===== config.mk =====
export PLATFORM = sky130hd
export DESIGN_NAME = imem_arbiter
export DESIGN_NICKNAME = d
export VERILOG_FILES = /design/src/rtl/imem_arbiter.sv
export SDC_FILE = /design/constraint.sdc
export NUM_CORES = 1
export LEC_CHECK = 0
export CAP_MARGIN = 20
export CORE_AREA = 10 10 83 121
export DETAILED_ROUTE_END_ITERATION = 6
export DIE_AREA = 0 0 93 131
export PLACE_DENSITY = 0.72
export SYNTH_ARGS = -nofsm -noshare
export SYNTH_HDL_FRONTEND = slang
export SYNTH_SLANG_ARGS = --single-unit

===== constraint.sdc =====
create_clock -name clk -period 1.8 [get_ports clk]
set_clock_uncertainty 0.05 [all_clocks]
set_input_delay 0.45 -clock clk [delete_from_list [all_inputs] [get_ports clk]]
set_output_delay 0.45 -clock clk [all_outputs]
set_load 0.05 [all_outputs]

===== src/rtl/imem_arbiter.sv =====
// Instruction-memory port arbiter between fetch and debug/loader, with debug starvation guard.
// Optional exclusive debug ownership (d_lock, ARB/LOCKED FSM) is built when IMEM_LOCK_EN is defined.
module imem_arbiter #(
    parameter int ADDRESS_WIDTH = 32,
    parameter int DATA_WIDTH    = 32,
    parameter int STARVE_LIMIT  = 4
) (
    input  logic                     clk,
    input  logic                     rst,
    input  logic                     f_req,
    input  logic [ADDRESS_WIDTH-1:0] f_addr,
    output logic                     f_gnt,
    output logic                     f_rvalid,
    output logic [DATA_WIDTH-1:0]    f_rdata,
    input  logic                     d_req,
    input  logic                     d_we,
    input  logic [ADDRESS_WIDTH-1:0] d_addr,
    input  logic [DATA_WIDTH-1:0]    d_wdata,
`ifdef IMEM_LOCK_EN
    input  logic                     d_lock,
`endif
    output logic                     d_gnt,
    output logic                     d_rvalid,
    output logic [DATA_WIDTH-1:0]    d_rdata,
    output logic                     mem_en,
    output logic                     mem_we,
    output logic [ADDRESS_WIDTH-1:0] mem_addr,
    output logic [DATA_WIDTH-1:0]    mem_wdata,
    input  logic [DATA_WIDTH-1:0]    mem_rdata
);

    localparam int CNT_W = $clog2(STARVE_LIMIT + 1);
    localparam logic [CNT_W-1:0] LIMIT = CNT_W'(STARVE_LIMIT);

    function automatic logic [CNT_W-1:0] sat_inc(input logic [CNT_W-1:0] v);
        return (v >= LIMIT) ? LIMIT : v + CNT_W'(1);
    endfunction

    logic [CNT_W-1:0] r_starve_cnt;
    logic             r_f_vld_p1;
    logic             r_d_vld_p1;
    logic             w_locked;
    logic             w_d_force;
    logic             w_f_gnt;
    logic             w_d_gnt;

`ifdef IMEM_LOCK_EN
    typedef enum logic {ST_ARB, ST_LOCKED} state_t;
    state_t r_state;

    // LOCKED is left on the edge where d_lock is sampled low.
    always_ff @(posedge clk or posedge rst) begin
        if (rst) begin
            r_state <= ST_ARB;
        end else begin
            case (r_state)
                ST_ARB:    if (w_d_gnt && d_lock) r_state <= ST_LOCKED;
                ST_LOCKED: if (!d_lock)           r_state <= ST_ARB;
                default:                          r_state <= ST_ARB;
            endcase
        end
    end

    assign w_locked = (r_state == ST_LOCKED);
`else
    assign w_locked = 1'b0;
`endif

    // p0: grant decision, fetch wins unless debug has hit the starvation limit
    always_comb begin
        w_d_force = d_req && (r_starve_cnt == LIMIT);
        w_d_gnt   = 1'b0;
        w_f_gnt   = 1'b0;
        if (!rst) begin
            if (w_locked) begin
                w_d_gnt = d_req;
            end else begin
                w_d_gnt = d_req && (!f_req || w_d_force);
                w_f_gnt = f_req && !w_d_gnt;
            end
        end
    end

    always_ff @(posedge clk or posedge rst) begin
        if (rst) begin
            r_starve_cnt <= '0;
        end else if (w_locked || !d_req || w_d_gnt) begin
            r_starve_cnt <= '0;
        end else begin
            r_starve_cnt <= sat_inc(r_starve_cnt);
        end
    end

    // p1: read owner, one cycle behind the grant; writes never return data
    always_ff @(posedge clk or posedge rst) begin
        if (rst) begin
            r_f_vld_p1 <= 1'b0;
            r_d_vld_p1 <= 1'b0;
        end else begin
            r_f_vld_p1 <= w_f_gnt;
            r_d_vld_p1 <= w_d_gnt && !d_we;
        end
    end

    always_comb begin
        f_gnt     = w_f_gnt;
        d_gnt     = w_d_gnt;
        mem_en    = w_f_gnt || w_d_gnt;
        mem_we    = w_d_gnt && d_we;
        mem_addr  = w_d_gnt ? d_addr : (w_f_gnt ? f_addr : '0);
        mem_wdata = w_d_gnt ? d_wdata : '0;
        f_rvalid  = r_f_vld_p1;
        d_rvalid  = r_d_vld_p1;
        f_rdata   = r_f_vld_p1 ? mem_rdata : '0;
        d_rdata   = r_d_vld_p1 ? mem_rdata : '0;
    end

endmodule


* Yosys cells after proc, flatten, opt, wreduce, memory -nomap -nowiden
Index checks and enable logic that the tools add are counted.
Word-level totals: bits in registers 5, logic and storage cells 27
Operators by class: $add $sub $neg 1, magnitude comparators 1, equal/unequal tests 1, muxes and demuxes 9, reduce and logical (&&, ||, !) cells 12
Operator list (number):
- $mux 32 | 5
- $mux 3 | 2
- $logic_and 1x1->1 | 5
- $logic_not 1->1 | 4
- $add 3x1->3 const B | 1
- $eq 3x3->1 const B | 1
- $ge 3x3->1 const B | 1
- $logic_or 1x1->1 | 3
- $mux 1 | 2

* Longest topological paths before layout
depth after elaboration 9, gate-level depth with buffers 7, gate-level depth less buffers 5

* Worst setup path before layout
Ideal clock, no wire load.
path kind reg-to-output, start reg r_starve_cnt[0], end out mem_wdata[23], arrival time 1.657 ns, required time 1.300 ns, slack -0.357 ns, stages on the path, launching flop included 7, path buffers 1, cell sequence dfrtp_1 > inv_1 > ha_1 > nand2_1 > a21oi_2 > buf_2 > and2_1
Between the ends: word-level cells in the longest chain between the ends 6
Ends and longest elaborated chain:
- start, declared | RTL line 39 | logic [CNT_W-1:0] r_starve_cnt;
- start signal, assigned | RTL line 90 | r_starve_cnt <= sat_inc(r_starve_cnt);
- $eq 3x3->1 | RTL line 71 | w_d_force = d_req && (r_starve_cnt == LIMIT);
- $logic_and 1x1->1 | RTL line 71
- $logic_or 1x1->1 | RTL line 78 | w_d_gnt = d_req && (!f_req || w_d_force);
- $logic_and 1x1->1 | RTL line 78
- $mux 1 | RTL line 74 | if (!rst) begin
- net d_gnt | RTL line 22 | output logic d_gnt,
- $mux 32 | RTL line 111 | mem_wdata = w_d_gnt ? d_wdata : '0;
- end, declared | RTL line 28 | output logic [DATA_WIDTH-1:0] mem_wdata,
The timed path passes the listed nets, and every way through them passes these cells.

* Final worst setup path
start reg r_starve_cnt[1], end out mem_en
Between the ends: word-level cells in the longest chain between the ends 8, elaborated cells between the ends (all ways) 9, those cells by class eq/ne (1); mux (2); reduce/logical (6)
Ends and longest elaborated chain:
- $eq 3x3->1 (*) | RTL line 71
- $logic_and 1x1->1 (*) | RTL line 71
- $logic_or 1x1->1 (*) | RTL line 78
- $logic_and 1x1->1 (*) | RTL line 78
- $logic_not 1->1 | RTL line 79 | w_f_gnt = f_req && !w_d_gnt;
- $logic_and 1x1->1 | RTL line 79
- $mux 1 | RTL line 74
- $logic_or 1x1->1 (*) | RTL line 108 | mem_en = w_f_gnt || w_d_gnt;
- end, declared | RTL line 25 | output logic mem_en,
Every way passes the cells marked *; elsewhere a longest branch is shown, timed or not.

==> impl_metrics.ini <==
[power_and_ir_drop]
pwr-share-seq_pct = 6.0
combPwrFrac_pct = 76.1
p_leak_nw = 2.59
peakVddDrop_uv = 392
p_sw_uw = 768
p_sw_share_pct = 37.8
internal_power_mw = 1.26
p_total_mw = 2.03
clkPwrFrac_pct = 17.9
cellPowerDensity_nw_per_um2 = 337

[clocking]
cts.clk_slew.worst_paths_ns = 0.03
ctsLongestPathBuffers = 2
root_buffer = clkbuf_16
clkSinkCount = 5
clk_latency_ns = 0.23
cts_buffers = 3
cts_tree = built
htreeDepth = 1

[synth]
syn_area_um2 = 1230
synth_edf_count = 0
seq_area_frac_synth_pct = 10.2
yosys_warnings = 0
synth_top_area_share_pct = 49.5
ys_ff_latch = 5
synth_ff_type = dfrtp_1
ys_top_cells_by_count = and2_1 (97), a22o_1 (32), clkbuf_1 (7)
synth-async-reset-ratio_pct = 100
synthCells = 170
synthTopCellsByArea = and2_1 (49%), a22o_1 (23%), dfrtp_1 (10%), buf_6 (3.7%), clkbuf_1 (2.1%)
yosysTopAreaCell = and2_1
synth_cell_types = 19
syn_nets = 305
synth.most_common_cell = and2_1
synth.avg_cell_area_um2 = 7.21

[global_routing]
grt_usage_pct = 18.5
grt_pass1_vias = 2709
met2_usage_pct = 36.7
busiest_layer = met2
grt_max_degree = 34
grt_use_met3_pct = 7.37
grt_pass1_wl_um = 17300
met1_usage_pct = 16.6
grt_antenna_before_repair = 1
grt-ovfl-total = 0

[detailed_routing]
ant_nets = 0
wl_per_cell_um = 21.8
drc = 0
num_vias = 2345
dr.pass1.iters = 4
wirelength_um = 12000
viasPerCell = 4.27
drtIter0Drc = 28

[floorplan]
core_area_um2 = 7910
ioPinCount = 267
initial_core_util_pct = 15.5
fp.dieW_um = 93
fp.dieH_um = 131
rows = 40
dieArea_um2 = 12200

[placed_design]
port_buffers = 266
routabilityCongestion = 0.810
place.detailed.hpwl_um = 10800

[timing]
worstMarginPinSlew_ns = 0.344
layout_setup_ws_ns = -0.415
holdWs_ns = 0.368
maxSlewViolCount = 0
period_minus_slack_ns = 2.21
final-setup-viol-count = 68
hold_viol_final = 0
max_freq_mhz = 451
rsz0062_at_grt = true
period_share_pct = 123
relSlewSlack_pct = 77.0

[worst_setup_path]
path_class = flip-flop to primary output
critPathArrivalTime_ns = 1.71
crit_path_max_fanout = 7
rrSetupSlack_ns = 0.42
cp-start-kind = flip-flop
worstSetupStartpoint = r_starve_cnt[1]
r2r_cells = 6
cp.required_ns = 1.30
reg2reg_to = d_rvalid
crit_path_end_kind = primary output
worstReg2RegStart = r_starve_cnt[1]

[worst_hold_path]
hp-class = primary input to asynchronous set/reset pin

[job]
maxCapViolCount = 0

[final_layout]
nNetsFinal = 579
syn_to_final_growth_pct = 392
drive_above_1_share_pct = 65.0

[outcome]
violations = negative setup slack
status = complete, but fails checks
## final cells by class
cell class / instances / area, µm²
Multi-Input combinational cell: 143 / 1420
Sequential cell: 5 / 125
Timing Repair Buffer: 286 / 4250
Tap cell: 105 / 131
Inverter: 5 / 18.8
Antenna cell: 1 / 2.50
Clock buffer: 4 / 78.8
Fill cell: 507 / 1880
## worst max-delay path: stages (launching register included)
cell,delay (ns)
dfrtp_1,0.38
inv_1,0.07
ha_2,0.18
nand3_1,0.07
and3_4,0.20
buf_12,0.14
or2_2,0.29
buf_12,0.16
## worst max-delay path by stage
stage               endpoint  cells past startpoint
3_5_place_dp    mem_addr[22]                      6
3_3_place_gp    mem_addr[22]                      6
2_1_floorplan   mem_addr[22]                      7
5_1_grt        mem_wdata[17]                      8
4_1_cts         mem_addr[23]                      8
6_report              mem_en                      7
## layer usage
metal | vias up | wire length [µm]
met5 | - | 0
met1 | 1083 | 3630
li1 | 1113 | -
met4 | 0 | 258
met2 | 135 | 6970
met3 | 14 | 1120
## repair_timing
action                     4_1_cts  5_1_grt
hold endpoints to repair         0        0
resized for setup               11        5
buffers inserted                 1        0
pin swaps                        1        0
cloned                           0        0
hold buffers                     0        0
setup endpoints to repair       68       71
## per-stage QoR
stage	setup slack, ns	utilization, %	std cells	instance area (µm²)	TNS, ns
final	-0.415	76.3	549	6030	-25.34
after global routing	-0.470	76.3	549	6030	-29.50
after CTS	-0.411	76.1	548	6020	-25.68
after detailed placement	-0.628	74.6	543	5900	-38.44
after global placement	-0.593	74.6	543	5900	-36.11
after floorplan	-0.0728	-	170	1690	-2.88
## registers in the layout, indices dropped and copies added (netlist names)
name and flops:
d_rvalid 1, f_rvalid 1, r_starve_cnt 3
## logic make-up after synthesis
| kind of cell | synth area share [%] |
|---|---|
| fa+ha+maj | 2.04 |
| buf+inv | 10.0 |
| compound gates | 24.6 |
| flops | 10.2 |
| simple gates | 53.2 |
## power groups by stage
stage                     Clock (mW)  Combinational (mW)  Sequential (mW)
after floorplan                    0               0.639            0.131
after global placement             0                1.52            0.123
after detailed placement           0                1.54            0.123
after CTS                      0.366                1.56            0.122
after global routing           0.377                1.60            0.123
final                          0.362                1.55            0.123
## layout by cell type, fill, tap and decap left out, drive strengths merged
cell           instances
a21oi                  1
a22o                  32
and2                  97
and3                   1
buf                  154
clkbuf                 4
clkdlybuf4s50        129
dfrtp                  5
diode                  1
dlygate4sd2            3
ha                     2
inv                    5
nand2                  1
nand2b                 1
nand3                  1
nor2                   3
nor2b                  1
o211ai                 1
o21ai                  1
or2                    1
(Power assumes the default switching activity.)
